`config.mk`:
```
export PLATFORM = sky130hd
export DESIGN_NAME = sfr_master_arbiter_flat
export DESIGN_NICKNAME = d
export VERILOG_FILES = /design/src/rtl/sfr_master_arbiter_pkg.sv /design/src/rtl/sfr_master_arbiter_if.sv /design/src/rtl/sfr_master_arbiter_rr.sv /design/src/rtl/sfr_master_arbiter.sv /design/src/flat_wrapper.sv
export SDC_FILE = /design/constraint.sdc
export NUM_CORES = 1
export LEC_CHECK = 0
export ABC_AREA = 1
export CORE_AREA = 2 2 91 93
export DETAILED_ROUTE_END_ITERATION = 6
export DIE_AREA = 0 0 93 95
export HOLD_SLACK_MARGIN = 0.05
export PLACE_DENSITY_LB_ADDON = 0.12
export SLEW_MARGIN = 20
export SYNTH_ARGS = -nofsm -noshare
export SYNTH_HDL_FRONTEND = slang
export SYNTH_SLANG_ARGS = --single-unit
```
`constraint.sdc`:
```
create_clock -name clk -period 2.82 [get_ports clk]
set_input_delay 0.564 -clock clk [delete_from_list [all_inputs] [get_ports clk]]
set_output_delay 0.564 -clock clk [all_outputs]
set_load 0.02 [all_outputs]
```
`src/rtl/sfr_master_arbiter_pkg.sv`:
```
// +--------------------------------------------------------------------------+
// | sfr_arb_pkg : shared types and helpers for the SFR master arbiter        |
// | Revision    : 1.0                                                        |
// +--------------------------------------------------------------------------+
`default_nettype none

`ifndef SFR_ADDR_WIDTH
`define SFR_ADDR_WIDTH 8
`endif
`ifndef SFR_DATA_WIDTH
`define SFR_DATA_WIDTH 8
`endif
`ifndef SFR_PAGE_NUM
`define SFR_PAGE_NUM 4
`endif

package sfr_arb_pkg;

  typedef enum logic [1:0] {
    IDLE   = 2'd0,
    ACCESS = 2'd1,
    RESP   = 2'd2
  } state_t;

  // Returned as read data when an access times out; sliced to DATA_WIDTH.
  localparam logic [63:0] ERR_DATA = '1;

  function automatic int calc_page_w(input int page_num);
    return (page_num > 1) ? $clog2(page_num) : 1;
  endfunction

  function automatic int calc_cnt_w(input int timeout);
    return (timeout > 1) ? $clog2(timeout) : 1;
  endfunction

endpackage

`default_nettype wire

```
`src/rtl/sfr_master_arbiter_if.sv`:
```
// +--------------------------------------------------------------------------+
// | sfr_if   : SFR bus between the master arbiter and the decode fabric      |
// | Revision : 1.0                                                           |
// +--------------------------------------------------------------------------+
`default_nettype none

`ifndef SFR_ADDR_WIDTH
`define SFR_ADDR_WIDTH 8
`endif
`ifndef SFR_DATA_WIDTH
`define SFR_DATA_WIDTH 8
`endif
`ifndef SFR_PAGE_NUM
`define SFR_PAGE_NUM 4
`endif

interface sfr_if
  import sfr_arb_pkg::*;
#(
  parameter int ADDR_WIDTH = `SFR_ADDR_WIDTH,
  parameter int DATA_WIDTH = `SFR_DATA_WIDTH,
  parameter int PAGE_W     = calc_page_w(`SFR_PAGE_NUM)
);

  logic [ADDR_WIDTH-1:0] sfraddr;
  logic                  sfrwe;
  logic                  sfroe;
  logic [DATA_WIDTH-1:0] sfrdatao;
  logic [DATA_WIDTH-1:0] sfrdatai;
  logic                  sfrack;
  logic [PAGE_W-1:0]     sfr_page_sel;

  modport master (
    output sfraddr, sfrwe, sfroe, sfrdatao, sfr_page_sel,
    input  sfrdatai, sfrack
  );

  modport slave (
    input  sfraddr, sfrwe, sfroe, sfrdatao, sfr_page_sel,
    output sfrdatai, sfrack
  );

endinterface

`default_nettype wire

```
`src/rtl/sfr_master_arbiter_rr.sv`:
```
// +--------------------------------------------------------------------------+
// | sfr_rr_arbiter : round-robin pick with registered rotating pointer       |
// | Revision       : 1.0                                                     |
// +--------------------------------------------------------------------------+
`default_nettype none

module sfr_rr_arbiter #(
  parameter  int NUM_REQ = 4,
  localparam int IDX_W   = $clog2(NUM_REQ)
) (
  input  logic               clk,
  input  logic               rst,
  input  logic [NUM_REQ-1:0] req,
  input  logic               grant_en,
  output logic [NUM_REQ-1:0] winner,
  output logic [IDX_W-1:0]   idx,
  output logic               any
);

  logic [IDX_W-1:0]   r_ptr;
  logic [NUM_REQ-1:0] w_rot;
  logic [IDX_W-1:0]   w_off;
  logic [IDX_W:0]     w_sum;

  // Rotate so bit 0 is the requester at the pointer; the lowest set bit wins.
  assign w_rot = NUM_REQ'({req, req} >> r_ptr);

  always_comb begin
    w_off = '0;
    any   = 1'b0;
    for (int k = NUM_REQ - 1; k >= 0; k--) begin
      if (w_rot[k]) begin
        w_off = IDX_W'(k);
        any   = 1'b1;
      end
    end
    w_sum = {1'b0, r_ptr} + {1'b0, w_off};
    if (w_sum >= (IDX_W + 1)'(NUM_REQ)) begin
      w_sum = w_sum - (IDX_W + 1)'(NUM_REQ);
    end
  end

  assign idx    = w_sum[IDX_W-1:0];
  assign winner = any ? (NUM_REQ'(1) << idx) : '0;

  always_ff @(posedge clk or negedge rst) begin
    if (!rst) begin
      r_ptr <= '0;
    end else if (grant_en && any) begin
      r_ptr <= (idx == IDX_W'(NUM_REQ - 1)) ? '0 : idx + 1'b1;
    end
  end

endmodule

`default_nettype wire

```
`src/rtl/sfr_master_arbiter.sv`:
```
// +--------------------------------------------------------------------------+
// | sfr_master_arbiter : round-robin share of one SFR master port, timeout   |
// | Revision           : 1.0                                                 |
// +--------------------------------------------------------------------------+
`default_nettype none

`ifndef SFR_ADDR_WIDTH
`define SFR_ADDR_WIDTH 8
`endif
`ifndef SFR_DATA_WIDTH
`define SFR_DATA_WIDTH 8
`endif
`ifndef SFR_PAGE_NUM
`define SFR_PAGE_NUM 4
`endif

module sfr_master_arbiter
  import sfr_arb_pkg::*;
#(
  parameter  int NUM_REQ    = 4,
  parameter  int ADDR_WIDTH = `SFR_ADDR_WIDTH,
  parameter  int DATA_WIDTH = `SFR_DATA_WIDTH,
  parameter  int PAGE_NUM   = `SFR_PAGE_NUM,
  parameter  int TIMEOUT    = 16,
  localparam int PAGE_W     = calc_page_w(PAGE_NUM)
) (
  input  logic                          clk,
  input  logic                          rst,
  input  logic [NUM_REQ-1:0]            req,
  input  logic [NUM_REQ-1:0]            req_we,
  input  logic [NUM_REQ*ADDR_WIDTH-1:0] req_addr,
  input  logic [NUM_REQ*DATA_WIDTH-1:0] req_wdata,
  input  logic [NUM_REQ*PAGE_W-1:0]     req_page,
  output logic [NUM_REQ-1:0]            gnt,
  output logic [NUM_REQ-1:0]            done,
  output logic [DATA_WIDTH-1:0]         rdata,
  output logic                          err,
  output logic                          busy,
  sfr_if.master                         sfr
);

  localparam int               CNT_W    = calc_cnt_w(TIMEOUT);
  localparam int               IDX_W    = $clog2(NUM_REQ);
  localparam logic [CNT_W-1:0] CNT_LAST = CNT_W'(TIMEOUT - 1);

  state_t                r_state;
  logic [CNT_W-1:0]      r_cnt;
  logic                  r_we;
  logic [ADDR_WIDTH-1:0] r_addr;
  logic [DATA_WIDTH-1:0] r_wdata;
  logic [PAGE_W-1:0]     r_page;
  logic [NUM_REQ-1:0]    r_owner;
  logic [NUM_REQ-1:0]    r_gnt;
  logic [NUM_REQ-1:0]    r_done;
  logic [DATA_WIDTH-1:0] r_rdata;
  logic                  r_err;
  logic                  r_busy;
  logic                  r_sfrwe;
  logic                  r_sfroe;

  logic [NUM_REQ-1:0]    w_winner;
  logic [IDX_W-1:0]      w_idx;
  logic                  w_any;
  logic                  w_sel_we;
  logic [ADDR_WIDTH-1:0] w_sel_addr;
  logic [DATA_WIDTH-1:0] w_sel_wdata;
  logic [PAGE_W-1:0]     w_sel_page;

  sfr_rr_arbiter #(
    .NUM_REQ (NUM_REQ)
  ) u_rr (
    .clk      (clk),
    .rst      (rst),
    .req      (req),
    .grant_en (r_state == IDLE),
    .winner   (w_winner),
    .idx      (w_idx),
    .any      (w_any)
  );

  always_comb begin
    w_sel_we    = 1'b0;
    w_sel_addr  = '0;
    w_sel_wdata = '0;
    w_sel_page  = '0;
    for (int i = 0; i < NUM_REQ; i++) begin
      if (w_idx == IDX_W'(i)) begin
        w_sel_we    = req_we[i];
        w_sel_addr  = req_addr[i*ADDR_WIDTH +: ADDR_WIDTH];
        w_sel_wdata = req_wdata[i*DATA_WIDTH +: DATA_WIDTH];
        w_sel_page  = req_page[i*PAGE_W +: PAGE_W];
      end
    end
  end

  always_ff @(posedge clk or negedge rst) begin
    if (!rst) begin
      r_state <= IDLE;
      r_cnt   <= '0;
      r_we    <= 1'b0;
      r_addr  <= '0;
      r_wdata <= '0;
      r_page  <= '0;
      r_owner <= '0;
      r_gnt   <= '0;
      r_done  <= '0;
      r_rdata <= '0;
      r_err   <= 1'b0;
      r_busy  <= 1'b0;
      r_sfrwe <= 1'b0;
      r_sfroe <= 1'b0;
    end else begin
      r_done <= '0;
      case (r_state)
        IDLE: begin
          if (w_any) begin
            r_we    <= w_sel_we;
            r_addr  <= w_sel_addr;
            r_wdata <= w_sel_wdata;
            r_page  <= w_sel_page;
            r_owner <= w_winner;
            r_gnt   <= w_winner;
            r_sfrwe <= w_sel_we;
            r_sfroe <= !w_sel_we;
            r_cnt   <= '0;
            r_busy  <= 1'b1;
            r_state <= ACCESS;
          end
        end
        ACCESS: begin
          // An ack in the final wait cycle takes priority over the timeout.
          if (sfr.sfrack) begin
            r_rdata <= r_we ? '0 : sfr.sfrdatai;
            r_err   <= 1'b0;
            r_gnt   <= '0;
            r_sfrwe <= 1'b0;
            r_sfroe <= 1'b0;
            r_done  <= r_owner;
            r_state <= RESP;
          end else if (r_cnt == CNT_LAST) begin
            r_rdata <= ERR_DATA[DATA_WIDTH-1:0];
            r_err   <= 1'b1;
            r_gnt   <= '0;
            r_sfrwe <= 1'b0;
            r_sfroe <= 1'b0;
            r_done  <= r_owner;
            r_state <= RESP;
          end else begin
            r_cnt <= r_cnt + 1'b1;
          end
        end
        RESP: begin
          r_busy  <= 1'b0;
          r_state <= IDLE;
        end
        default: r_state <= IDLE;
      endcase
    end
  end

  assign gnt   = r_gnt;
  assign done  = r_done;
  assign rdata = r_rdata;
  assign err   = r_err;
  assign busy  = r_busy;

  assign sfr.sfraddr      = r_addr;
  assign sfr.sfrdatao     = r_wdata;
  assign sfr.sfr_page_sel = r_page;
  assign sfr.sfrwe        = r_sfrwe;
  assign sfr.sfroe        = r_sfroe;

endmodule

`default_nettype wire

```
`src/flat_wrapper.sv`:
```
// flat-port wrapper written by rule: the top's interface ports become plain ports
module sfr_master_arbiter_flat import sfr_arb_pkg::*;
#(
  parameter  int NUM_REQ    = 4,
  parameter  int ADDR_WIDTH = `SFR_ADDR_WIDTH,
  parameter  int DATA_WIDTH = `SFR_DATA_WIDTH,
  parameter  int PAGE_NUM   = `SFR_PAGE_NUM,
  parameter  int TIMEOUT    = 16,
  localparam int PAGE_W     = calc_page_w(PAGE_NUM)
)
  (clk, rst, req, req_we, req_addr, req_wdata, req_page, gnt, done, rdata, err, busy, sfr_sfraddr, sfr_sfrwe, sfr_sfroe, sfr_sfrdatao, sfr_sfr_page_sel, sfr_sfrdatai, sfr_sfrack);
  sfr_if #(.ADDR_WIDTH(ADDR_WIDTH), .DATA_WIDTH(DATA_WIDTH), .PAGE_W((2))) sfr_i ();
  input  logic clk;
  input  logic rst;
  input  logic [NUM_REQ-1:0] req;
  input  logic [NUM_REQ-1:0] req_we;
  input  logic [NUM_REQ*ADDR_WIDTH-1:0] req_addr;
  input  logic [NUM_REQ*DATA_WIDTH-1:0] req_wdata;
  input  logic [NUM_REQ*PAGE_W-1:0] req_page;
  output logic [NUM_REQ-1:0] gnt;
  output logic [NUM_REQ-1:0] done;
  output logic [DATA_WIDTH-1:0] rdata;
  output logic err;
  output logic busy;
  output wire logic [$bits(sfr_i.sfraddr)-1:0] sfr_sfraddr;
  output wire logic [$bits(sfr_i.sfrwe)-1:0] sfr_sfrwe;
  output wire logic [$bits(sfr_i.sfroe)-1:0] sfr_sfroe;
  output wire logic [$bits(sfr_i.sfrdatao)-1:0] sfr_sfrdatao;
  output wire logic [$bits(sfr_i.sfr_page_sel)-1:0] sfr_sfr_page_sel;
  input wire logic [$bits(sfr_i.sfrdatai)-1:0] sfr_sfrdatai;
  input wire logic [$bits(sfr_i.sfrack)-1:0] sfr_sfrack;
  assign sfr_sfraddr = sfr_i.sfraddr;
  assign sfr_sfrwe = sfr_i.sfrwe;
  assign sfr_sfroe = sfr_i.sfroe;
  assign sfr_sfrdatao = sfr_i.sfrdatao;
  assign sfr_sfr_page_sel = sfr_i.sfr_page_sel;
  assign sfr_i.sfrdatai = sfr_sfrdatai;
  assign sfr_i.sfrack = sfr_sfrack;
  sfr_master_arbiter #(.NUM_REQ(NUM_REQ), .ADDR_WIDTH(ADDR_WIDTH), .DATA_WIDTH(DATA_WIDTH), .PAGE_NUM(PAGE_NUM), .TIMEOUT(TIMEOUT)) u_core (.clk(clk), .rst(rst), .req(req), .req_we(req_we), .req_addr(req_addr), .req_wdata(req_wdata), .req_page(req_page), .gnt(gnt), .done(done), .rdata(rdata), .err(err), .busy(busy), .sfr(sfr_i));
endmodule
```
==> run summary, run 1 <==
The flow ran to the end, and the final reports show no timing, DRC or antenna violations. The most common flop cell mapped by yosys was dfrtp_1. The critical path goes through inv_1 > nand3_2 > nand2_2 > nand3_1 > a21boi_1 > ha_2 > xnor2_2 > xor2_2 > buf_4 > ha_1 > buf_6 > a21oi_2 > nand2_1 > o21ai_2 > inv_1 > nand3_2 > nand2_1.

The tools report the final-report max-slew violation count as 0. In this run the worst setup path begins at u_core.u_rr.r_ptr[1]. Derived from the worst setup path, the maximum achievable clock frequency is 379.4 MHz. Setup slack on the critical path of the routed design comes to 0.1842 ns. Dividing the detail-routed wire length by the instance count gives 12.85 µm. The max-cap violation count is 0, and the share of the cycle needed by the critical path after routing is 93.47%.

Along the worst path, the maximum fanout reaches 16. Setup repair after global routing left no endpoint under its margin. The number of placement rows is 33, and the antenna diode count is 0. Register bit count reported by yosys: 51. The count of buffers inserted at the top-level ports came out at 128. The final cell count without fillers was 633; the power after layout was 7.506 mW. Once layout is complete, the utilization of the core stands at 59.14%.

The number of buffers created by CTS was 5; the DRC violations left was 0. Prior to clock tree synthesis, the placed netlist has a worst setup slack of -0.5061 ns. The run gives 2 as the maximum number of buffers from clock root to sink.

STA classifies the critical path startpoint as a register. The iteration count of the initial detailed-routing pass was 4. The die width was 93 µm; the flop-to-flop setup slack was 0.18 ns. The critical path buffer and inverter count works out to 4. The H-tree was split into 2 levels. The first global-routing pass estimated 13120 µm of wire.

After floorplanning, the core was sized to cover 7928 µm². After technology mapping, the gate count stands at 387. Summing every instance area after synthesis gives 2913 µm². Power spread over the standard cell area amounts to 1601 nW/µm².

The die covers 8835 µm². After synthesis, the mean cell area works out to 7.527 µm². In the layout the commonest cells are nand2_1 (125), clkdlybuf4s50_1 (123), nand3_1 (61).

Counting cells, the worst reg-to-reg path comes to 17. The tools report the destination of the worst register-to-register timing path as u_core.sfr.sfrwe. In the final design database the tool counted 624 nets. The largest individual stage delay along the critical path comes from the cell dfrtp_2. The via count of the first global-routing pass was 2861.

The final HPWL from detailed placement came out at 6206 µm. Worst min-delay path category: primary input to async pin. The number of antenna violations at the first check in global routing was 0. The worst register-to-register path begins at u_core.u_rr.r_ptr[1]. In the synthesized netlist the async set-or-reset flop fraction comes to 100.0%.

In this design, the largest share of critical-path delay is due to buffers and inverters. At the worst endpoint, the required time is 3.02 ns. The placed instances occupy a cell area of 4432 µm².

The logs give 0.8470 mV for the largest voltage drop on the vdd net and 0 for the number of hold violations in the final report. In this run the worst setup path terminates at u_core.sfr.sfrwe. The cell area after layout is 4688 µm², and the clock input transition at the sequential cells of the worst setup and hold paths is 0.10 ns. 129 I/O pins were placed. When the netlist entered floorplanning its net count stood at 484. The tools report the total length of routed wires as 8136 µm. The number of distinct library cells after synthesis is 26, and the worst-case headroom to the max-slew limit is 56.39%. Adding up every negative setup slack in the final design gives 0 ns.

The y dimension of the die was 95 µm; the layout overhead on the synthesized area was 60.95%. The setup violation total in the final timing report is 0, and the vias after detailed routing is 3047. The total of hold buffers inserted after clock tree synthesis is 0. After synthesis, flip-flops and latches occupy 43.81% of the total area.

In the final layout, the share of cells above drive strength 1 is 14.58%. For this run, the total global-route usage over all layers was measured as 18.67%. The number of design-rule violations left by the first detailed-router iteration is 105. Library cell used as clock root buffer: clkbuf_8. The maximum cell stage delay along the critical path is 0.49 ns, and the worst clock skew on the final layout is 0.01112 ns.

Yosys mapped a number of flops with a built-in enable equal to 0. For the insertion delay of the later-clocked pin in the worst-skew pair, the log shows 0.31 ns. In the routed layout, each cell is associated on average with a via count of 4.814. Counting buffers and inverters, the worst setup path is 17 cells deep.

At the pin with the least slew margin, the transition time is 0.6535 ns. Across all hold checks on the routed design, the worst slack comes to 0.2612 ns. The tools report the static power due to leakage as 2.212 nW.

The library cell used most frequently in the layout, excluding fill and tap cells, is nand2_1. Subtracting the final worst setup slack from the clock period gives 2.636 ns. Critical path endpoint category: a register. The number of warnings issued by yosys came out at 0. The worst setup path is of the register to register kind. Clock tree synthesis found a total of 51 sinks. The routability congestion estimate was 0.8247. TritonCTS built the clock tree. Data on the critical path arrives at its endpoint at 2.83 ns. For this run the aggregate overflow at the end of global routing stands at 0. Once detail routing completed, the nets flagged for antenna violations numbered 0.

For the cell count after placement, the log shows 624. For the pin count of the biggest net entering global routing, the log shows 44. Once the floorplan was initialized, standard cells occupied 36.74% of the core.
[registers in the layout, summed over array words and instances (netlist names)]
register / count
u_core.busy: 1
u_core.err: 1
u_core.sfr.sfrwe: 1
u_core.done: 4
u_core.r_we: 1
u_core.r_cnt: 4
u_core.r_owner: 4
u_core.sfr.sfr_page_sel: 2
u_core.sfr.sfraddr: 8
u_core.sfr.sfroe: 1
u_core.r_state: 2
u_core.u_rr.r_ptr: 2
u_core.rdata: 8
u_core.gnt: 4
u_core.sfr.sfrdatao: 8
[cells in the mapped netlist (3+ instances only)]
cell type	n	area [µm²]
buf_6	6	67.56
nand3_2	3	30.03
dfrtp_1	51	1276
nand2_1	131	491.7
ha_1	6	75.07
o21ai_2	3	26.28
o211ai_1	13	97.59
buf_2	4	20.02
o21ai_0	23	115.1
nand2_2	6	37.54
a21oi_1	15	75.07
nor2_1	20	75.07
inv_1	17	63.81
nand3_1	65	325.3
clkbuf_1	9	33.78
[layout make-up]
class / count / area [µm²]
Clock inverter: 3 / 43.79
Sequential cell: 51 / 1279
Multi-Input combinational cell: 293 / 1525
Timing Repair Buffer: 155 / 1554
Tap cell: 105 / 131.4
Clock buffer: 5 / 68.82
Inverter: 21 / 86.33
Fill cell: 741 / 3239
[routing by layer]
layer | wire length (µm) | up-vias | GRT usage (%)
met3 | 652 | 13 | 5.906
met1 | 3439 | 1377 | 22.44
met4 | 160 | 0 | 6.005
li1 | - | 1547 | -
met5 | 0 | - | 0
met2 | 3884 | 110 | 31.94
[logic make-up after synthesis]
group	share of synthesized area, %
simple gates	33.72
compound gates	11.60
flops	43.81
buf+inv	7.388
fa+ha+maj	2.577
xor+xnor	0.9022
[worst reg2reg max path, stage by stage (launching register included)]
cell and delay, ns:
dfrtp_2 0.49, inv_1 0.17, nand3_2 0.10, nand2_2 0.08
nand3_1 0.07, a21boi_1 0.16, ha_2 0.21, xnor2_2 0.09
xor2_2 0.19, buf_4 0.16, ha_1 0.21, buf_6 0.17
a21oi_2 0.11, nand2_1 0.07, o21ai_2 0.08, inv_1 0.07
nand3_2 0.06, nand2_1 0.06
[what timing repair did]
item | in CTS | in global routing
setup endpoints to repair | 21 | 24
setup buffers | 1 | 0
pin swaps | 1 | 9
hold endpoints to repair | 0 | 0
gates resized for setup | 6 | 39
[worst min path at each step]
stage	from	to	depth (start not counted)	slack [ns]
final	rst	u_core.r_owner[1]	1	0.26
after CTS	rst	u_core.r_owner[1]	1	0.28
after floorplan	rst	u_core.busy	0	0.27
after global placement	u_core.sfr.sfraddr[3]	u_core.sfr.sfraddr[3]	2	0.46
after global routing	rst	u_core.busy	1	0.31
after detailed placement	u_core.sfr.sfr_page_sel[1]	u_core.sfr.sfr_page_sel[1]	2	0.46
[where the power goes]
part | leakage (nW) | switching (mW) | internal, mW | total [mW]
combinational | 1.52 | 3.16 | 2.57 | 5.72
sequential | 0.638 | 0.203 | 1.07 | 1.27
clock | 0.0581 | 0.247 | 0.264 | 0.511
total | 2.21 | 3.61 | 3.90 | 7.51
No activity file was read; power rests on OpenSTA's default activity.
==> inputs of run 2 (changes only) <==
==> constraint.sdc (replaced) <==
create_clock -name clk -period 2.82 [get_ports clk]
set_input_delay 0.705 -clock clk [delete_from_list [all_inputs] [get_ports clk]]
set_output_delay 0.705 -clock clk [all_outputs]
set_load 0.02 [all_outputs]
==> run summary, run 2 (same netlist as run 1, synthesis figures left out) <==
The number of top-level pins was 129 (unchanged). The tools report the total length of routed wires as 8890 µm (was 8136 µm). Counting stages on the worst path, the most repeated cell is nand3_2.

For the number of hold violations in the final report, the log shows 0 (unchanged). The worst min-delay path category was primary input to async pin (unchanged). Number of cells on the worst reg-to-reg path: 20 (was 17). The fmax is 366.3 MHz (was 379.4 MHz). The final cell count without fillers came out at 642 (was 633). CP cell instances: inv_4 > nand2_4 > nand3_2 > nand2_2 > a21boi_2 > ha_2 > xnor2_2 > xor2_1 > buf_4 > inv_4 > ha_4 > clkinv_4 > buf_12 > buf_16 > nand3_2 > nand3_2 > o211ai_1 > nand2_1 > nand3_1 > nand2_1 (was inv_1 > nand3_2 > nand2_2 > nand3_1 > a21boi_1 > ha_2 > xnor2_2 > xor2_2 > buf_4 > ha_1 > buf_6 > a21oi_2 > nand2_1 > o21ai_2 > inv_1 > nand3_2 > nand2_1).

Leading cell types in the layout, fill and taps excluded: clkdlybuf4s50_1 (123), nand2_1 (121), dfrtp_1 (49) (was nand2_1 (125), clkdlybuf4s50_1 (123), nand3_1 (61)). The startpoint of the most critical setup path was u_core.u_rr.r_ptr[0] (was u_core.u_rr.r_ptr[1]). Cell area after placement: 4412 µm² (was 4432 µm²).

The most common cell after layout, fill and taps aside is clkdlybuf4s50_1 (was nand2_1). The antenna diode count came out at 0 (unchanged). The run gives 0 (unchanged) as the number of antenna violations at the first check in global routing. The time the final worst path needs with I/O delays and setup is 2.730 ns (was 2.636 ns).

The count of clock tree sinks is 51 (unchanged). Type of the worst setup path: register to register (unchanged). The die outline area is 8835 µm² (unchanged), and the total of hold buffers inserted after clock tree synthesis is 0 (unchanged). The run gives 0.7834 (was 0.8247) as the routability congestion estimate. The routed length per placed instance is 13.85 µm (was 12.85 µm), and the maximum number of buffers from clock root to sink is 2 (unchanged). The number of buffers created by CTS was 5 (unchanged); the worst slack after detailed placement was -0.6331 ns (was -0.5061 ns).

DRC violations left: 0 (unchanged). The logs give 0 (unchanged) for the final-report max-slew violation count and 0.4005 ns (was 0.2612 ns) for the worst slack on hold paths. The tools report the critical path endpoint category as a register (unchanged).

The logs give 0.09 ns (was 0.18 ns) for the flop-to-flop setup slack and 6276 µm (was 6206 µm) for the final HPWL from detailed placement. The logs give 0 (unchanged) for the setup violation total in the final timing report and 0 (unchanged) for the number of routed nets with antenna violations. The layout overhead on the synthesized area was 66.67% (was 60.95%). The number of design-rule violations left by the first detailed-router iteration is 100 (was 105).

The worst clock skew on the final layout is 0.01099 ns (was 0.01112 ns), and the share of post-route cells with drive strength above 1 is 19.74% (was 14.58%). The run gives 623 (was 624) as the cell count after placement. Launching element type of the critical path: a register (unchanged).

Kind of cell adding the most delay to the critical path: buffers and inverters (unchanged). The area of the core was 7928 µm² (unchanged). For the via count of the first global-routing pass, the log shows 2874 (was 2861). The clock input transition at the sequential cells of the worst setup and hold paths is 0.10 ns (about the same), and the final layout net count is 633 (was 624). The tools report the iteration count of the initial detailed-routing pass as 4 (unchanged).

The run gives 3124 (was 3047) as the vias after detailed routing. The maximum fanout along the worst path is 6 (was 16). Library cell used as clock root buffer: clkbuf_8 (unchanged). The run gives 13730 µm (was 13120 µm) as the global-route wire length before repair.

Setup repair after global routing could not meet its margin everywhere. The logs give 52.57% (was 56.39%) for the worst-case headroom to the max-slew limit and 3.03 ns (was 3.02 ns) for the critical path data required time. The critical path's slowest cell is dfrtp_2 (unchanged). The total congestion overflow was 0 (unchanged); the count of buffers inserted at the top-level ports was 128 (unchanged). The initial standard-cell utilization of the core was 36.74% (unchanged). The run finished with clean final reports. Critical path endpoint: u_core.sfr.sfraddr[5] (was u_core.sfr.sfrwe).

The number of placement rows was 33 (unchanged); the maximum cell stage delay along the critical path was 0.49 ns (about the same). The run gives 2.94 ns (was 2.83 ns) as the data arrival time of the critical path. Die width: 93 µm (unchanged). TritonCTS built the clock tree. The number of cells on the critical path was 20 (was 17); the critical path buffer and inverter count was 6 (was 4).

The y dimension of the die works out to 95 µm (unchanged). The logs give 4855 µm² (was 4688 µm²) for the cell area after layout and 29 (was 44) for the pin count of the biggest net entering global routing. The run gives 2 (unchanged) as the maximum level of the CTS H-tree. The beginning of the worst register-to-register path was u_core.u_rr.r_ptr[0] (was u_core.u_rr.r_ptr[1]). The max-cap violation count is 0 (unchanged), and the share of the cycle needed by the critical path after routing is 96.82% (was 93.47%). The tools report the destination of the worst register-to-register timing path as u_core.sfr.sfraddr[5] (was u_core.sfr.sfrwe). The detailed-route vias per instance works out to 4.866 (was 4.814). The insertion delay of the later-clocked pin in the worst-skew pair is 0.31 ns (about the same). The transition time at the pin with the least slew margin is 0.7107 ns (was 0.6535 ns), and the global-route total usage across every layer is 19.73% (was 18.67%). For the worst setup margin, the log shows 0.08968 ns (was 0.1842 ns).
## run 2: cell types whose count changed in the layout (fill, tap and decap cells not counted), sizes merged
| cell | change |
|---|---|
| buf | +7 |
| clkbuf | +4 |
| dlymetal6s2s | -4 |
| clkinvlp | +2 |
| bufbuf | +1 |
| inv | -1 |
## run 2: final cells by class
type,instances,area [µm²]
timing repair inverter,1,7.507
sequential,51,1279
tap,105,131.4
fill,729,3073
inverter,21,91.34
clock inverter,3,46.29
timing repair buffer,163,1630
clock buffer,5,68.82
multi-input combinational,293,1600
## run 2: worst min path at each step
stage	from	to	slack [ns]	cells past startpoint
floorplan	rst	u_core.busy	0.41	0
global placement	u_core.sfr.sfraddr[7]	u_core.sfr.sfraddr[7]	0.46	2
detailed placement	u_core.sfr.sfraddr[0]	u_core.sfr.sfraddr[0]	0.47	2
CTS	rst	u_core.sfr.sfrwe	0.42	1
global route	rst	u_core.r_cnt[1]	0.45	1
finish	rst	u_core.r_cnt[1]	0.40	1
## run 2: worst reg2reg max path, cell delays in order (launching register included)
cell      delay, ns
dfrtp_2        0.49
inv_4          0.12
nand2_4        0.06
nand3_2        0.06
nand2_2        0.06
a21boi_2       0.15
ha_2           0.19
xnor2_2        0.14
xor2_1         0.18
buf_4          0.15
inv_4          0.07
ha_4           0.18
clkinv_4       0.09
buf_12         0.13
buf_16         0.12
nand3_2        0.06
nand3_2        0.07
o211ai_1       0.08
nand2_1        0.08
nand3_1        0.08
nand2_1        0.08
## run 2: stage by stage
step	utilization, %	setup TNS (ns)
after CTS	59.60	-0.01316
after detailed placement	55.65	-14.09
after floorplan	-	0
after global placement	55.65	-11.64
after global routing	61.24	-0.5777
final	61.24	0
## run 2: layer usage
metal | share of wire [%] | GRT usage, % | vias up | routed length [µm]
met5 | 0 | 0 | - | 0
li1 | - | - | 1573 | -
met2 | 50 | 35.27 | 116 | 4410
met1 | 43 | 24.07 | 1428 | 3785
met3 | 6.9 | 5.188 | 7 | 613
met4 | 0.90 | 4.044 | 0 | 80
## run 2: repair_timing
action                                 CTS  global route
resized for setup                       30            49
cloned                                   3             0
setup endpoints to repair               21            21
buffers inserted                         5             5
endpoints found under the hold margin    0             0
pin swaps                               14            28
Power of run 2 is left out: the tool's default activity adds up to more than one toggle a clock period on the data nets, which glitch-free logic cannot reach.
==> inputs of run 3 (changes only) <==
Settings changed: RECOVER_POWER set to 25.
==> run summary, run 3 (same netlist as run 1, synthesis figures left out) <==
The final layout net count is 633 (unchanged). The final-report max-slew violation count came out at 0 (unchanged). TritonCTS built the clock tree.

The y dimension of the die was 95 µm (unchanged). The worst min-delay path category was register to register (was primary input to async pin). The die width is 93 µm (unchanged), and the time the final worst path needs with I/O delays and setup is 2.730 ns (about the same). The via count of the first global-routing pass was 2874 (unchanged).

The checks that failed: max-capacitance violations. The routability congestion estimate is 0.7834 (unchanged), and the maximum cell stage delay along the critical path is 0.49 ns (about the same). The number of placement rows is 33 (unchanged). The number of design-rule violations left by the first detailed-router iteration is 90 (was 100). The vias after detailed routing is 3119 (was 3124). The critical path data required time is 3.03 ns (about the same).

Critical path's most frequent cell: nand3_2 (unchanged). The area of the core came out at 7928 µm² (unchanged). CP cell instances: inv_4 > nand2_4 > nand3_2 > nand2_2 > a21boi_2 > ha_2 > xnor2_2 > xor2_1 > buf_4 > inv_4 > ha_4 > clkinv_4 > buf_12 > buf_16 > nand3_2 > nand3_2 > o211ai_1 > nand2_1 > nand3_1 > nand2_1 (unchanged).

The flop-to-flop setup slack is 0.09 ns (about the same). Worst clock skew on the final layout: 0.01025 ns (was 0.01099 ns). For the number of routed nets with antenna violations, the log shows 0 (unchanged).

The count of buffers inserted at the top-level ports came out at 128 (unchanged). The tools report the worst-case headroom to the max-slew limit as 0.5133% (was 52.57%). The destination of the worst register-to-register timing path is u_core.sfr.sfraddr[5] (unchanged). The number of hold violations in the final report came out at 0 (unchanged). The final cell count without fillers came out at 642 (unchanged).

The antenna diode count was 0 (unchanged). Critical path's slowest cell: dfrtp_2 (unchanged). Type of the worst setup path: register to register (unchanged). For the maximum level of the CTS H-tree, the log shows 2 (unchanged).

The launching element type of the critical path is a register (unchanged). The beginning of the worst register-to-register path was u_core.u_rr.r_ptr[0] (unchanged). The final HPWL from detailed placement was 6276 µm (unchanged).

The layout overhead on the synthesized area is 66.49% (was 66.67%). The flow ran to the end, but the final reports show violations. The clock input transition at the sequential cells of the worst setup and hold paths is 0.10 ns (about the same). Setup repair after global routing could not meet its margin everywhere.

The logs give 13730 µm (unchanged) for the global-route wire length before repair and 0 (unchanged) for the setup violation total in the final timing report. The library cell used as clock root buffer was clkbuf_8 (unchanged). The startpoint of the most critical setup path is u_core.u_rr.r_ptr[0] (unchanged). The run gives 623 (unchanged) as the cell count after placement. The maximum number of buffers from clock root to sink was 2 (unchanged); the number of cells on the worst reg-to-reg path was 20 (unchanged). The critical path endpoint category is a register (unchanged).

The utilization of the core after routing is 61.17% (was 61.24%), and the total length of routed wires is 8844 µm (was 8890 µm). The detailed-route vias per instance is 4.858 (was 4.866). The cell area after layout came out at 4850 µm² (was 4855 µm²). Routed length per placed instance: 13.78 µm (was 13.85 µm).

Number of top-level pins: 129 (unchanged). The number of antenna violations at the first check in global routing was 0 (unchanged). Share of post-route cells with drive strength above 1: 19.37% (was 19.74%). The share of the cycle needed by the critical path after routing was 96.81% (was 96.82%); the count of clock tree sinks was 51 (unchanged).

The run gives 8835 µm² (unchanged) as the die outline area. The fmax came out at 366.3 MHz (about the same). The run gives 5 (unchanged) as the number of buffers created by CTS.

The tools report the critical path endpoint as u_core.sfr.sfraddr[5] (unchanged). The initial standard-cell utilization of the core is 36.74% (unchanged). The data arrival time of the critical path is 2.94 ns (about the same), and the pin count of the biggest net entering global routing is 29 (unchanged). The maximum fanout along the worst path works out to 6 (unchanged). DRC violations left: 0 (unchanged).

Most common cell after layout, fill and taps aside: clkdlybuf4s50_1 (unchanged). The transition time at the pin with the least slew margin came out at 1.492 ns (was 0.7107 ns). The total congestion overflow is 0 (unchanged), and the global-route total usage across every layer is 19.73% (unchanged).

Max-cap violation count: 1 (was 0). Leading cell types in the layout, fill and taps excluded: clkdlybuf4s50_1 (123), nand2_1 (121), dfrtp_1 (49) (unchanged). The tools report the iteration count of the initial detailed-routing pass as 4 (unchanged). The insertion delay of the later-clocked pin in the worst-skew pair is 0.31 ns (about the same). The cell area after placement is 4412 µm² (unchanged).
[run 3: how the worst min path moves through the flow]
stage	startpoint	to	cells past startpoint	slack, ns
final	u_core.sfr.sfraddr[0]	u_core.sfr.sfraddr[0]	2	0.49
after global routing	u_core.sfr.sfraddr[5]	u_core.sfr.sfraddr[5]	2	0.51
after CTS	rst	u_core.sfr.sfrwe	1	0.42
after detailed placement	u_core.sfr.sfraddr[0]	u_core.sfr.sfraddr[0]	2	0.47
after global placement	u_core.sfr.sfraddr[7]	u_core.sfr.sfraddr[7]	2	0.46
after floorplan	rst	u_core.busy	0	0.41
[run 3: repair_timing]
action,CTS,global route
cloned,3,0
hold buffers,0,0
resized for setup,30,49
buffers inserted,5,5
pin swaps,14,28
setup endpoints to repair,21,21
[run 3: final cells by class]
cell class | instances | area, µm²
Clock buffer | 5 | 68.82
Tap cell | 105 | 131.4
Fill cell | 728 | 3078
Inverter | 21 | 91.34
Multi-Input combinational cell | 293 | 1600
Clock inverter | 3 | 46.29
Timing Repair inverter | 1 | 7.507
Sequential cell | 51 | 1279
Timing Repair Buffer | 163 | 1625
[run 3: through the flow]
stage                     hold slack [ns]  setup TNS [ns]  setup WS [ns]
after floorplan                    0.4094               0        0.01664
after global placement             0.4635          -11.64        -0.5366
after detailed placement           0.4657          -14.09        -0.6331
after CTS                          0.4248        -0.01316       -0.01316
after global routing               0.5148         -0.5777       -0.08555
final                              0.4874               0        0.08985
[run 3: per-layer routing]
| layer | part of all wire [%] | global-route usage [%] | vias to the layer above |
|---|---|---|---|
| li1 | - | - | 1572 |
| met5 | 0 | 0 | - |
| met4 | 0.93 | 4.044 | 0 |
| met3 | 7.3 | 5.188 | 7 |
| met2 | 50 | 35.27 | 122 |
| met1 | 42 | 24.07 | 1418 |
[run 3: critical path, delay by kind of cell (launching register included)]
kind | cells | cell delay [ns]
buffers and inverters | 6 | 0.68
AND/OR/NAND/NOR | 8 | 0.55
flip-flops | 1 | 0.49
adder cells (fa/ha/maj) | 2 | 0.37
XOR/XNOR | 2 | 0.32
AO/OA/AOI/OAI | 2 | 0.23
Power of run 3 is left out for the same reason.
